File: config.mk
export PLATFORM = sky130hd
export DESIGN_NAME = ask_bit_serializer_flat
export DESIGN_NICKNAME = d
export VERILOG_FILES = /design/src/rtl/ask_bit_serializer_if.sv /design/src/rtl/ask_bit_serializer.sv /design/src/flat_wrapper.sv
export SDC_FILE = /design/constraint.sdc
export NUM_CORES = 1
export LEC_CHECK = 0
export BUFFER_PORTS_ARGS = -buffer_cell sky130_fd_sc_hd__buf_4
export CAP_MARGIN = 25
export CORE_MARGIN = 2
export CORE_UTILIZATION = 49
export CTS_CLUSTER_DIAMETER = 60
export DETAILED_ROUTE_END_ITERATION = 8
export GPL_TIMING_DRIVEN = 0
export PLACE_DENSITY = 0.73
export SYNTH_ARGS = -nofsm -noshare
export SYNTH_HDL_FRONTEND = slang
export SYNTH_SLANG_ARGS = --single-unit
File: constraint.sdc
create_clock -name clk -period 2.1 [get_ports clk]
set_clock_uncertainty 0.15 [all_clocks]
set_input_delay 0.42 -clock clk [delete_from_list [all_inputs] [get_ports clk]]
set_output_delay 0.42 -clock clk [all_outputs]
set_load 0.005 [all_outputs]
File: src/rtl/ask_bit_serializer_if.sv
// Handshake and serial-output bundle between a word source, the ASK bit serializer
// and the downstream modulator.
interface ask_bit_serializer_if #(
    parameter int DATA_WIDTH = 8
);
    logic [DATA_WIDTH-1:0] tx_data;
    logic                  tx_valid;
    logic                  tx_ready;
    logic                  data_bit;
    logic                  bit_strobe;
    logic                  busy;
    logic                  frame_done;

    modport master (
        output tx_data,
        output tx_valid,
        input  tx_ready,
        input  data_bit,
        input  bit_strobe,
        input  busy,
        input  frame_done
    );

    modport slave (
        input  tx_data,
        input  tx_valid,
        output tx_ready,
        output data_bit,
        output bit_strobe,
        output busy,
        output frame_done
    );
endinterface

File: src/rtl/ask_bit_serializer.sv
// Frames each accepted word as start(1) + data bits + stop(0) and holds every bit
// for SAMPLES_PER_BIT clocks on data_bit; the line idles at 0.
//
// state   | meaning
// --------+-------------------------------------------------------------
// S_IDLE  | line silent, ready for a word
// S_START | driving the start bit (1)
// S_DATA  | driving data bit bit_idx_q from the shift register
// S_STOP  | driving the stop bit (0); last clock may accept the next word
module ask_bit_serializer #(
    parameter int DATA_WIDTH      = 8,
    parameter int SAMPLES_PER_BIT = 32,
    parameter int MSB_FIRST       = 1
) (
    input  logic                clk,
    input  logic                rst,
    ask_bit_serializer_if.slave bus
);
    localparam int CNT_W = $clog2(SAMPLES_PER_BIT);
    localparam int IDX_W = (DATA_WIDTH > 1) ? $clog2(DATA_WIDTH) : 1;
    localparam logic [CNT_W-1:0] LAST_SAMPLE = CNT_W'(SAMPLES_PER_BIT - 1);
    localparam logic [IDX_W-1:0] LAST_BIT    = IDX_W'(DATA_WIDTH - 1);

    typedef enum logic [1:0] {
        S_IDLE,
        S_START,
        S_DATA,
        S_STOP
    } state_t;

    state_t                state_q, state_d;
    logic [CNT_W-1:0]      sample_cnt_q, sample_cnt_d;
    logic [IDX_W-1:0]      bit_idx_q, bit_idx_d;
    logic [DATA_WIDTH-1:0] shift_q, shift_d;
    logic                  data_bit_q, data_bit_d;
    logic                  bit_strobe_q, bit_strobe_d;
    logic                  busy_q, busy_d;
    logic                  frame_done_q, frame_done_d;

    logic                  last_sample;
    logic                  tx_ready;
    logic                  accept;

    function automatic logic out_bit(input logic [DATA_WIDTH-1:0] s);
        return (MSB_FIRST != 0) ? s[DATA_WIDTH-1] : s[0];
    endfunction

    function automatic logic [DATA_WIDTH-1:0] advance(input logic [DATA_WIDTH-1:0] s);
        return (MSB_FIRST != 0) ? (s << 1) : (s >> 1);
    endfunction

    assign last_sample = (sample_cnt_q == LAST_SAMPLE);
    // Ready only depends on registers, so the source never sees a loop through tx_valid.
    assign tx_ready    = (state_q == S_IDLE) || ((state_q == S_STOP) && last_sample);
    assign accept      = bus.tx_valid && tx_ready;

    always_comb begin
        state_d      = state_q;
        sample_cnt_d = sample_cnt_q;
        bit_idx_d    = bit_idx_q;
        shift_d      = shift_q;

        unique case (state_q)
            S_IDLE: begin
                sample_cnt_d = '0;
                bit_idx_d    = '0;
                if (accept) begin
                    state_d = S_START;
                    shift_d = bus.tx_data;
                end
            end
            S_START: begin
                if (last_sample) begin
                    state_d      = S_DATA;
                    sample_cnt_d = '0;
                    bit_idx_d    = '0;
                end else begin
                    sample_cnt_d = sample_cnt_q + CNT_W'(1);
                end
            end
            S_DATA: begin
                if (last_sample) begin
                    sample_cnt_d = '0;
                    if (bit_idx_q == LAST_BIT) begin
                        state_d   = S_STOP;
                        bit_idx_d = '0;
                    end else begin
                        bit_idx_d = bit_idx_q + IDX_W'(1);
                        shift_d   = advance(shift_q);
                    end
                end else begin
                    sample_cnt_d = sample_cnt_q + CNT_W'(1);
                end
            end
            S_STOP: begin
                if (last_sample) begin
                    sample_cnt_d = '0;
                    bit_idx_d    = '0;
                    if (accept) begin
                        state_d = S_START;
                        shift_d = bus.tx_data;
                    end else begin
                        state_d = S_IDLE;
                    end
                end else begin
                    sample_cnt_d = sample_cnt_q + CNT_W'(1);
                end
            end
            default: begin
                state_d      = S_IDLE;
                sample_cnt_d = '0;
                bit_idx_d    = '0;
            end
        endcase
    end

    // Outputs are decoded from the next state so they line up with it once registered.
    always_comb begin
        data_bit_d   = (state_d == S_START) || ((state_d == S_DATA) && out_bit(shift_d));
        bit_strobe_d = (state_d != S_IDLE) && (sample_cnt_d == '0);
        busy_d       = (state_d != S_IDLE);
        frame_done_d = (state_d == S_STOP) && (sample_cnt_d == LAST_SAMPLE);
    end

    always_ff @(posedge clk) begin
        if (rst) begin
            state_q      <= S_IDLE;
            sample_cnt_q <= '0;
            bit_idx_q    <= '0;
            shift_q      <= '0;
            data_bit_q   <= 1'b0;
            bit_strobe_q <= 1'b0;
            busy_q       <= 1'b0;
            frame_done_q <= 1'b0;
        end else begin
            state_q      <= state_d;
            sample_cnt_q <= sample_cnt_d;
            bit_idx_q    <= bit_idx_d;
            shift_q      <= shift_d;
            data_bit_q   <= data_bit_d;
            bit_strobe_q <= bit_strobe_d;
            busy_q       <= busy_d;
            frame_done_q <= frame_done_d;
        end
    end

    assign bus.tx_ready   = tx_ready;
    assign bus.data_bit   = data_bit_q;
    assign bus.bit_strobe = bit_strobe_q;
    assign bus.busy       = busy_q;
    assign bus.frame_done = frame_done_q;
endmodule
File: src/flat_wrapper.sv
// flat-port wrapper written by rule: the top's interface ports become plain ports
module ask_bit_serializer_flat 
#(
    parameter int DATA_WIDTH      = 8,
    parameter int SAMPLES_PER_BIT = 32,
    parameter int MSB_FIRST       = 1
)
  (clk, rst, bus_tx_data, bus_tx_valid, bus_tx_ready, bus_data_bit, bus_bit_strobe, bus_busy, bus_frame_done);
  ask_bit_serializer_if #(.DATA_WIDTH(DATA_WIDTH)) bus_i ();
  input  logic clk;
  input  logic rst;
  input wire logic [$bits(bus_i.tx_data)-1:0] bus_tx_data;
  input wire logic [$bits(bus_i.tx_valid)-1:0] bus_tx_valid;
  output wire logic [$bits(bus_i.tx_ready)-1:0] bus_tx_ready;
  output wire logic [$bits(bus_i.data_bit)-1:0] bus_data_bit;
  output wire logic [$bits(bus_i.bit_strobe)-1:0] bus_bit_strobe;
  output wire logic [$bits(bus_i.busy)-1:0] bus_busy;
  output wire logic [$bits(bus_i.frame_done)-1:0] bus_frame_done;
  assign bus_i.tx_data = bus_tx_data;
  assign bus_i.tx_valid = bus_tx_valid;
  assign bus_tx_ready = bus_i.tx_ready;
  assign bus_data_bit = bus_i.data_bit;
  assign bus_bit_strobe = bus_i.bit_strobe;
  assign bus_busy = bus_i.busy;
  assign bus_frame_done = bus_i.frame_done;
  ask_bit_serializer #(.DATA_WIDTH(DATA_WIDTH), .SAMPLES_PER_BIT(SAMPLES_PER_BIT), .MSB_FIRST(MSB_FIRST)) u_core (.clk(clk), .rst(rst), .bus(bus_i));
endmodule
Word-level counts from Yosys, hierarchy flattened

Cells that the tools add are included.

Multiplexer cells: 18
Eq/ne operators: 13
Reduce and logical (&&, ||, !) cells: 15
Add/sub/neg operators: 2

Operators with widths:

| kind                                                  | number |
|---|---|
| two-way mux 8 bit                                     | 4 |
| one-hot mux 8 bit (3 select lines)                    | 1 |
| == test 5 bit, second input constant                  | 2 |
| two-way mux 2 bit                                     | 5 |
| one-hot mux 5 bit (2 select lines)                    | 1 |
| two-way mux 3 bit                                     | 3 |
| one-hot mux 3 bit (3 select lines)                    | 1 |
| == test 2 bit, second input constant                  | 4 |
| one-hot mux 2 bit (4 select lines)                    | 1 |
| inequality test 2 x 1 -> 1 bit, second input constant | 3 |
| adder 5 x 1 -> 5 bit, second input constant           | 1 |
| logical AND 1 bit                                     | 5 |
| logical NOT 5 bit                                     | 1 |
| two-way mux 5 bit                                     | 1 |
| == test 2 x 1 -> 1 bit, second input constant         | 2 |
| AND reduction 4 bit                                   | 1 |
| adder 3 x 1 -> 3 bit, second input constant           | 1 |
| == test 3 bit, second input constant                  | 1 |
| nonzero test 3 bit                                    | 1 |
| OR reduction 3 bit                                    | 1 |
| logical NOT 2 bit                                     | 1 |
| logical OR 1 bit                                      | 2 |
| inequality test 2 bit, second input constant          | 1 |
| AND reduction 2 bit                                   | 1 |
| 3 further kinds                                       | 3 |

Flip-flop bits (word level): 22
Output and inout bits: 5
Input port bits: 11
Word-level logic and storage cells: 57

Depth between registers and ports, before layout

Gate-level depths: netlist of run 1.

Depth after elaboration: 10
Gate-level depth with buffers: 7
Gate-level depth less buffers: 7

Least setup slack after synthesis of run 1

OpenSTA, ideal clock, no wires.

Path kind: reg-to-reg
Start point: register u_core.sample_cnt_q[0]
End point: register u_core.shift_q[6]
Arrival: 1,797 ps
Clock period less this slack: 2,083 ps
Stages on the path, launching flop included: 8
Setup time: 136 ps
Path buffers: 0
Path slack: 17 ps
Cell sequence: dfxtp_1 ha_1 and3_1 ha_1 and4_1 a21oi_2 nor3b_1 a2111oi_2

Cells in the longest elaborated chain, start to end: 7

Ends and longest elaborated chain:

| item                               | line                      | text |
|---|---|---|
| start: declaration                 | ask_bit_serializer.sv:32  | `logic [CNT_W-1:0] sample_cnt_q, sample_cnt_d;` |
| start signal: assignment           | ask_bit_serializer.sv:137 | `sample_cnt_q <= sample_cnt_d;` |
| == test 5 bit *                    | ask_bit_serializer.sv:52  | `assign last_sample = (sample_cnt_q == LAST_SAMPLE);` |
| logical AND 1 bit                  | ask_bit_serializer.sv:54  | `assign tx_ready = (state_q == S_IDLE) \|\| ((state_q == S_STOP) && last_sample);` |
| logical OR 1 bit                   | ask_bit_serializer.sv:54  |  |
| logical AND 1 bit                  | ask_bit_serializer.sv:55  | `assign accept = bus.tx_valid && tx_ready;` |
| two-way mux 8 bit (2 in series)    | n/a                       |  |
| one-hot mux 8 bit (3 select lines) | n/a                       |  |
| end signal: assignment             | ask_bit_serializer.sv:139 | `shift_q <= shift_d;` |
| end: declaration                   | ask_bit_serializer.sv:34  | `logic [DATA_WIDTH-1:0] shift_q, shift_d;` |

Every way passes the cells marked *; elsewhere a longest branch is shown, timed or not. The select of a mux whose other input is x is not followed.
A chain may end at the register's enable or synchronous reset.

Worst setup path after layout of run 1

Start point: register u_core.sample_cnt_q[0]
End point: output bus_tx_ready

Cells in the longest elaborated chain, start to end: 3

Ends and longest elaborated chain:

| item              | line                     | text |
|---|---|---|
| == test 5 bit     | ask_bit_serializer.sv:52 |  |
| logical AND 1 bit | ask_bit_serializer.sv:54 |  |
| logical OR 1 bit  | ask_bit_serializer.sv:54 |  |
| end: declaration  | flat_wrapper.sv:14       | `output wire logic [$bits(bus_i.tx_ready)-1:0] bus_tx_ready;` |

Every way passes these cells.

==> results.txt, run 1 <==
----------------------------------------------------
[Worst setup path]
  Crit-path cells ... ha_4, and3_4, ha_4, and2_4, a21oi_4, inv_2, buf_6
  Category of the critical setup timing path ... flip-flop to output pin
  Critical path depth ... 7
  Data arrival time of the worst path ... about 1.6 ns
  Minimum setup slack among reg-to-reg paths ... 0.11 ns
  Capture point of the worst reg-to-reg path ... u_core.shift_q[6]
  Worst path buffer plus inverter count ... 2
  Critical Path Fanout Max ... 6
  Number of cells on the worst reg-to-reg path ... 8
  Category of cells accounting for the largest share of critical-path delay ... flip-flops
  Nature of the critical path startpoint ... flip-flop
  Cell occurring most often along the worst timing path ... ha_4
  Critical Path Slowest Stage Cell ... dfxtp_2
  Slowest stage delay, CP ... 0.36 ns
  Required time reported for the critical path endpoint ... 1.53 ns
  Worst r2r src ... u_core.sample_cnt_q[0]
  Category of the worst setup path capture point ... output pin

[Logic synthesis]
  Yosys warning count ... 0
  Fraction of registers with async set or reset after synthesis ... 0
  Post-synthesis cell type count ... 34
  Count of flip-flops with a built-in enable after synthesis ... 0
  Sequential share of the synthesized area ... 0.396
  Synthesized Nets ... between 100 and 150
  Post-Synthesis Cell Area ... between 0.001 and 0.0015 sq mm
  Average instance area after synthesis ... 8.37 sq um
  Count of state elements after synthesis ... 22
  Count of mapped cells out of synthesis ... 133
  Main synth FF type ... dfxtp_1

[Power]
  Total power per unit cell area ... 582 mW/mm^2
  Share of power burned in the clock network ... 0.284
  Static power due to leakage ... 0.000601 uW
  Worst voltage drop across the vdd grid ... between 0.3 and 0.4 mV
  Final total power ... 836 uW
  Switching power share of the total ... 0.264
  Internal power component ... 615 uW
  Combinational fraction of design power ... 0.172
  P_sw ... 221 uW
  Sequential group share of total power ... 0.544

[Detailed routing]
  TritonRoute pass-1 iters ... 4
  Starting DRC count in detailed routing ... 35
  Total via count after detailed routing ... 1064
  DRT antenna net count ... 0
  DRC violations left ... 0
  Average wire length per cell after detail routing ... 13.3 microns
  WL final ... 2520 microns
  Routed via count divided by cell count ... 5.63

[STA]
  FMAX ... 459 MHz
  Count of pins over their slew limit ... 0
  Smallest setup slack after layout ... -0.0780 ns
  Setup tns final ... -0.0780 ns
  Count of final setup violators ... 1
  Setup repair after global routing missed its margin ... yes
  Final hold slack ... between 0.2 and 0.25 ns
  Worst-case headroom to the max-slew limit ... 0.675
  Transition time at the pin with the least slew margin ... 0.488 ns
  Final hold violations ... 0
  Clock period minus worst slack ... around 2.2 ns
  Fraction of the cycle the final worst path needs ... 1.04

[Global route]
  Antenna violations before repair ... 0
  Pin count of the biggest net entering global routing ... 13
  Wire length of the first global-routing pass ... 4320 microns
  Vias in the first global route ... 979
  Sum of overflow across all layers after global routing ... 0
  Aggregate global-route resource usage ... 0.218

[Place]
  Minimum setup slack after placement ... -0.226 ns
  Post-place instance area ... 0.00126 sq mm
  HPWL after DPL ... ~1700 microns
  Number of I/O port buffers ... 15
  Routability Congestion ... 0.839

[Cells and area]
  Fraction of layout cells with a size suffix above 1 ... 0.292
  Filler Cell Count ... between 150 and 200
  Ant diodes ... 0
  Net count reported at finish ... 177
  Area of the multi-input gates ... 689 sq um
  Post-route cell area ... 0.00144 sq mm
  Area growth from synthesis to final layout ... 29.0%
  Register area ... 443 sq um

[Die]
  DIE AREA ... 0.00267 sq mm
  Std-Cell Core Area ... approximately 0.0022 sq mm
  Width of the die ... 51.7 microns
  Initial Utilization ... 0.513
  Number of standard-cell rows in the floorplan ... 17
  Overall die height ... 51.7 microns
  I/O Pins ... 16

[Run]
  Number of maximum-capacitance violations ... 0

[Min path]
  Min-Delay Endpoint ... u_core.shift_q[0]
  Hold Startpoint ... bus_tx_data[0]
  Class of the tightest hold or removal check ... input pin to flip-flop
  Worst hold path cell count ... 3

[Run status]
  Status ... complete, but fails checks
  Violations in the final reports ... negative setup slack

[CTS]
  Max Root-Sink Buffers ... 2
  Reg clk slew, reported paths ... 0.13 ns
  CTS tree ... built
  Number of levels in the clock H-tree ... 1
  Count of clock tree sinks ... 22
  Clock tree root driver cell ... clkbuf_4
  Number of buffers inserted during clock tree synthesis ... 3
  Skew-Pair Late Insertion Delay ... between 0.3 and 0.4 ns

----------------------------------------------------
## worst register-to-register path: stages (launching register included)
cell,delay (ns)
dfxtp_2,0.36
ha_4,0.15
and3_4,0.18
ha_4,0.17
buf_4,0.14
and4_4,0.20
a21oi_4,0.23
nor3b_4,0.24
a2111oi_2,0.07
## power by group through the flow
stage / Sequential [uW] / Clock, uW / Combinational [uW]
finish: 455 / 237 / 143
global route: 457 / 257 / 160
CTS: 454 / 241 / 135
detailed placement: 463 / 0 / 126
global placement: 462 / 0 / 123
floorplan: 460 / 0 / 82.5
## cells in the mapped netlist, types with 2 or more instances
library cell  number  area [sq um]
a21oi_1           23           115
a22oi_1            2          15.0
a31oi_1            3          18.8
and2_1             2          12.5
and3_1             3          18.8
and3b_1            2          17.5
buf_2              3          15.0
clkbuf_1           3          11.3
dfxtp_1           22           440
ha_1               4          50.1
inv_1              6          22.5
mux2i_1            2          20.0
nand2_1            3          11.3
nand2b_1           2          12.5
nand3_1            3          15.0
nor2_1            11          41.3
nor2b_1            5          31.3
nor3_1             7          35.0
nor3b_1            2          15.0
o21ai_0            9          45.0
xnor2_1            2          17.5
xor2_1             2          17.5
## placed cells by master, fill, tap and decap left out, drive strengths merged, types with 2 or more instances in the layout
cell type / Yosys / final
clkbuf: 3 / 7
dfxtp: 22 / 22
nand2: 4 / 4
buf: 3 / 27
nand2b: 2 / 2
nor3b: 2 / 2
a31oi: 3 / 3
nand3: 3 / 3
a22oi: 2 / 2
xnor2: 2 / 2
ha: 4 / 4
a21oi: 24 / 24
nor3: 8 / 8
and3b: 2 / 2
mux2i: 2 / 2
and2: 2 / 2
o21ai: 9 / 9
inv: 6 / 6
nor2: 12 / 12
xor2: 2 / 2
and3: 3 / 3
nor2b: 5 / 5
## worst max-delay path by stage
stage                                start           endpoint  slack (ns)
floorplan           u_core.sample_cnt_q[0]  u_core.shift_q[6]        0.02
global placement    u_core.sample_cnt_q[0]  u_core.shift_q[6]       -0.19
detailed placement  u_core.sample_cnt_q[0]  u_core.shift_q[6]       -0.23
CTS                 u_core.sample_cnt_q[1]       bus_tx_ready       -0.09
global route        u_core.sample_cnt_q[1]       bus_tx_ready       -0.14
finish              u_core.sample_cnt_q[0]       bus_tx_ready       -0.08
## metrics by stage
step | utilization | cells
2_1_floorplan | - | 133
3_3_place_gp | 0.581 | 176
3_5_place_dp | 0.581 | 176
4_1_cts | 0.649 | 188
5_1_grt | 0.662 | 189
6_report | 0.662 | 189
## per-layer routing
metal / wire length (microns) / global-route usage
met1: 1250 / 0.294
met2: 1140 / 0.350
met3: 94 / 0.0259
met4: 44 / 0.0921
met5: 0 / 0
## registers in the layout, indices dropped and copies added, names as in the netlist
| name | cells |
|---|---|
| u_core.bit_idx_q | 3 |
| u_core.state_q | 2 |
| u_core.bus.frame_done | 1 |
| u_core.bus.data_bit | 1 |
| u_core.sample_cnt_q | 5 |
| u_core.bus.busy | 1 |
| u_core.shift_q | 8 |
| u_core.bus.bit_strobe | 1 |
## final cells by class
| type | count | share of cell area |
|---|---|---|
| Tap cell | 28 | 0.0244 |
| Multi-Input combinational cell | 99 | 0.480 |
| Timing Repair Buffer | 24 | 0.128 |
| Clock buffer | 4 | 0.0253 |
| Sequential cell | 22 | 0.308 |
| Buffer | 6 | 0.0183 |
| Inverter | 6 | 0.0157 |
## timing repair
item | CTS | global route
hold buffers | 0 | 0
resized for setup | 11 | 6
setup buffers | 8 | 1
endpoints found under the hold margin | 0 | 0
endpoints found under the setup margin | 12 | 5
pin swaps | 3 | 2
## kinds of logic (layout without fill, tap and decap cells)
| group | count (synthesis) | count (layout) | share of synthesized area |
|---|---|---|---|
| AND/OR/NAND/NOR | 46 | 46 | 0.240 |
| AO/OA/AOI/OAI | 43 | 43 | 0.226 |
| multiplexers | 2 | 2 | 0.0180 |
| buffers and inverters | 12 | 40 | 0.0438 |
| XOR/XNOR | 4 | 4 | 0.0315 |
| adder cells (fa/ha/maj) | 4 | 4 | 0.0449 |
| flip-flops | 22 | 22 | 0.396 |
No activity file was read; power rests on OpenSTA's default activity.
==> run 2, diff against run 1 <==
--- a/config.mk
+++ b/config.mk
@@ -11,7 +11,6 @@
 export CORE_UTILIZATION = 49
 export CTS_CLUSTER_DIAMETER = 60
 export DETAILED_ROUTE_END_ITERATION = 8
-export GPL_TIMING_DRIVEN = 0
 export PLACE_DENSITY = 0.73
 export SYNTH_ARGS = -nofsm -noshare
 export SYNTH_HDL_FRONTEND = slang
==> run 2 against run 1 <==
The flow still finishes with violations (negative setup slack). Sequential share of layout area shrank 0.35 points. Register-to-register slack worse by 0.09 ns. Global-route usage decreased by 1.3 points. Clock power fell by 19%. Core utilization increased by 0.75 points. Routed wire length is 6.0% higher. Combinational power about the same. Critical endpoint unchanged. Largest power group unchanged. Highest routed layer unchanged.
==> results.txt, run 2 (synthesis gave the netlist of run 1 again) <==
----------------------------------------------------
[CTS]
  Number of buffers inserted for hold repair after clock tree synthesis ... 0 (unchanged)
  Reg clk slew, reported paths ... 0.11 ns (was 0.13 ns)
  Number of buffers inserted during clock tree synthesis ... 3 (unchanged)
  Count of clock tree sinks ... 22 (unchanged)
  Clock tree root driver cell ... clkbuf_4 (unchanged)
  Skew-Pair Late Insertion Delay ... 0.31 ns (about the same)
  Max Root-Sink Buffers ... 2 (unchanged)
  CTS tree ... built (unchanged)
  Number of levels in the clock H-tree ... 1 (unchanged)

[Worst setup path]
  Category of the worst setup path capture point ... output pin (unchanged)
  Nature of the critical path startpoint ... flip-flop (unchanged)
  Critical Path Fanout Max ... 2 (was 6)
  Data arrival time of the worst path ... 1.59 ns (was 1.61 ns)
  Category of the critical setup timing path ... flip-flop to output pin (unchanged)
  Required time reported for the critical path endpoint ... 1.53 ns (about the same)

[Cells and area]
  Area growth from synthesis to final layout ... 30.4% (was 29.0%)
  Registers with the most flip-flops ... u_core.shift_q x8, u_core.sample_cnt_q x5, u_core.bit_idx_q x3 (unchanged)
  Most common cell after layout, fill and taps aside ... buf_4 (unchanged)
  Number of flip-flops under the largest register name ... 8 (unchanged)
  Most flop-heavy register ... u_core.shift_q (unchanged)
  Ant diodes ... 0 (unchanged)
  Commonest cells after routing, fill and taps aside ... buf_4 (21), a21oi_1 (20), dfxtp_1 (20) (was buf_4 (23), a21oi_1 (22), dfxtp_1 (20))
  Fraction of layout cells with a size suffix above 1 ... 0.310 (was 0.292)
  Net count reported at finish ... 172 (was 177)
  Post-route core utilization ... 0.670 (was 0.662)

[STA]
  Smallest setup slack after layout ... -0.0644 ns (was -0.0780 ns)
  Count of pins over their slew limit ... 0 (unchanged)
  Final hold slack ... 0.233 ns (was 0.226 ns)
  Final hold violations ... 0 (unchanged)
  Transition time at the pin with the least slew margin ... 0.519 ns (was 0.488 ns)
  Setup tns final ... -0.0644 ns (was -0.0780 ns)
  Setup repair after global routing missed its margin ... yes (unchanged)
  Fraction of the cycle the final worst path needs ... 1.03 (was 1.04)
  Worst-case headroom to the max-slew limit ... 0.654 (was 0.675)
  Count of final setup violators ... 1 (unchanged)
  Clock period minus worst slack ... 2.16 ns (was 2.18 ns)
  FMAX ... 462 MHz (was 459 MHz)

[Power]
  Worst voltage drop across the vdd grid ... 0.347 mV (was 0.394 mV)
  Total power per unit cell area ... 547 mW/mm^2 (was 582 mW/mm^2)
  Static power due to leakage ... 0.000586 uW (was 0.000601 uW)
  Final total power ... 795 uW (was 836 uW)

[Detailed routing]
  WL final ... 2670 microns (was 2520 microns)
  Total via count after detailed routing ... 1071 (was 1064)
  DRC violations left ... 0 (unchanged)
  Starting DRC count in detailed routing ... 27 (was 35)
  DRT antenna net count ... 0 (unchanged)
  Routed via count divided by cell count ... 5.85 (was 5.63)
  TritonRoute pass-1 iters ... 4 (unchanged)
  Average wire length per cell after detail routing ... 14.6 microns (was 13.3 microns)

[Global route]
  Antenna violations before repair ... 0 (unchanged)
  Pin count of the biggest net entering global routing ... 15 (was 13)
  Vias in the first global route ... 940 (was 979)
  Sum of overflow across all layers after global routing ... 0 (unchanged)
  Aggregate global-route resource usage ... 0.204 (was 0.218)
  Wire length of the first global-routing pass ... 4070 microns (was 4320 microns)

[Run]
  Number of maximum-capacitance violations ... 0 (unchanged)

[Run status]
  Status ... complete, but fails checks (unchanged)
  Violations in the final reports ... negative setup slack (unchanged)

[Die]
  I/O Pins ... 16 (unchanged)
  Std-Cell Core Area ... 0.00217 sq mm (unchanged)
  Number of standard-cell rows in the floorplan ... 17 (unchanged)
  Width of the die ... 51.7 microns (unchanged)
  Initial Utilization ... 0.513 (unchanged)
  Overall die height ... 51.7 microns (unchanged)
  DIE AREA ... 0.00267 sq mm (unchanged)

[Place]
  HPWL after DPL ... 1700 microns (was 1740 microns)
  Number of I/O port buffers ... 15 (unchanged)
  Minimum setup slack after placement ... 0.0252 ns (was -0.226 ns)
  Routability Congestion ... 0.799 (was 0.839)

[Min path]
  Class of the tightest hold or removal check ... input pin to flip-flop (unchanged)

----------------------------------------------------
[run 2: power by group]
group	switching, uW	internal, uW	leakage (uW)	total, uW
registers	18.4	439	0.000181	457
clock network	124	67.1	0.0000138	191
logic	74.0	72.5	0.000391	146
[run 2: routing by layer]
| metal | GRT usage | up-vias | share of wire |
|---|---|---|---|
| li1 | - | 522 | - |
| met1 | 0.250 | 514 | 0.45 |
| met2 | 0.346 | 30 | 0.49 |
| met3 | 0.0259 | 5 | 0.038 |
| met4 | 0.114 | 0 | 0.021 |
| met5 | 0 | - | 0 |
[run 2: final timing paths]
check | slack, ns | from | end | depth (start not counted)
worst max-delay path | -0.06 | u_core.sample_cnt_q[0] | bus_tx_ready | 7
worst min-delay path | 0.23 | rst | u_core.shift_q[7] | 2
worst max register to register | 0.02 | u_core.sample_cnt_q[0] | u_core.bus.frame_done | 9
worst min register to register | 0.34 | u_core.shift_q[7] | u_core.shift_q[7] | 2
[run 2: layout make-up]
type | instances | area [sq um]
multi-input combinational | 99 | 723
tap | 28 | 35.0
inverter | 6 | 22.5
fill | 176 | 717
sequential | 22 | 443
timing repair buffer | 25 | 206
clock buffer | 3 | 22.5
[run 2: repair_timing]
action | 4_1_cts | 5_1_grt
buffers inserted | 2 | 1
pin swaps | 3 | 10
resized for setup | 10 | 16
endpoints found under the setup margin | 1 | 11
[run 2: critical path: stages, from the launching register on]
cell and delay (ns):
dfxtp_2 0.36, ha_4 0.15, and3_4 0.18, ha_4 0.16, and2_4 0.16, a21oi_4 0.13, inv_2 0.05, buf_6 0.10
[run 2: per-stage QoR]
stage / instance area [sq um] / std cells
floorplan: 1110 / 133
global placement: 1290 / 177
detailed placement: 1290 / 177
CTS: 1370 / 182
global route: 1450 / 183
finish: 1450 / 183
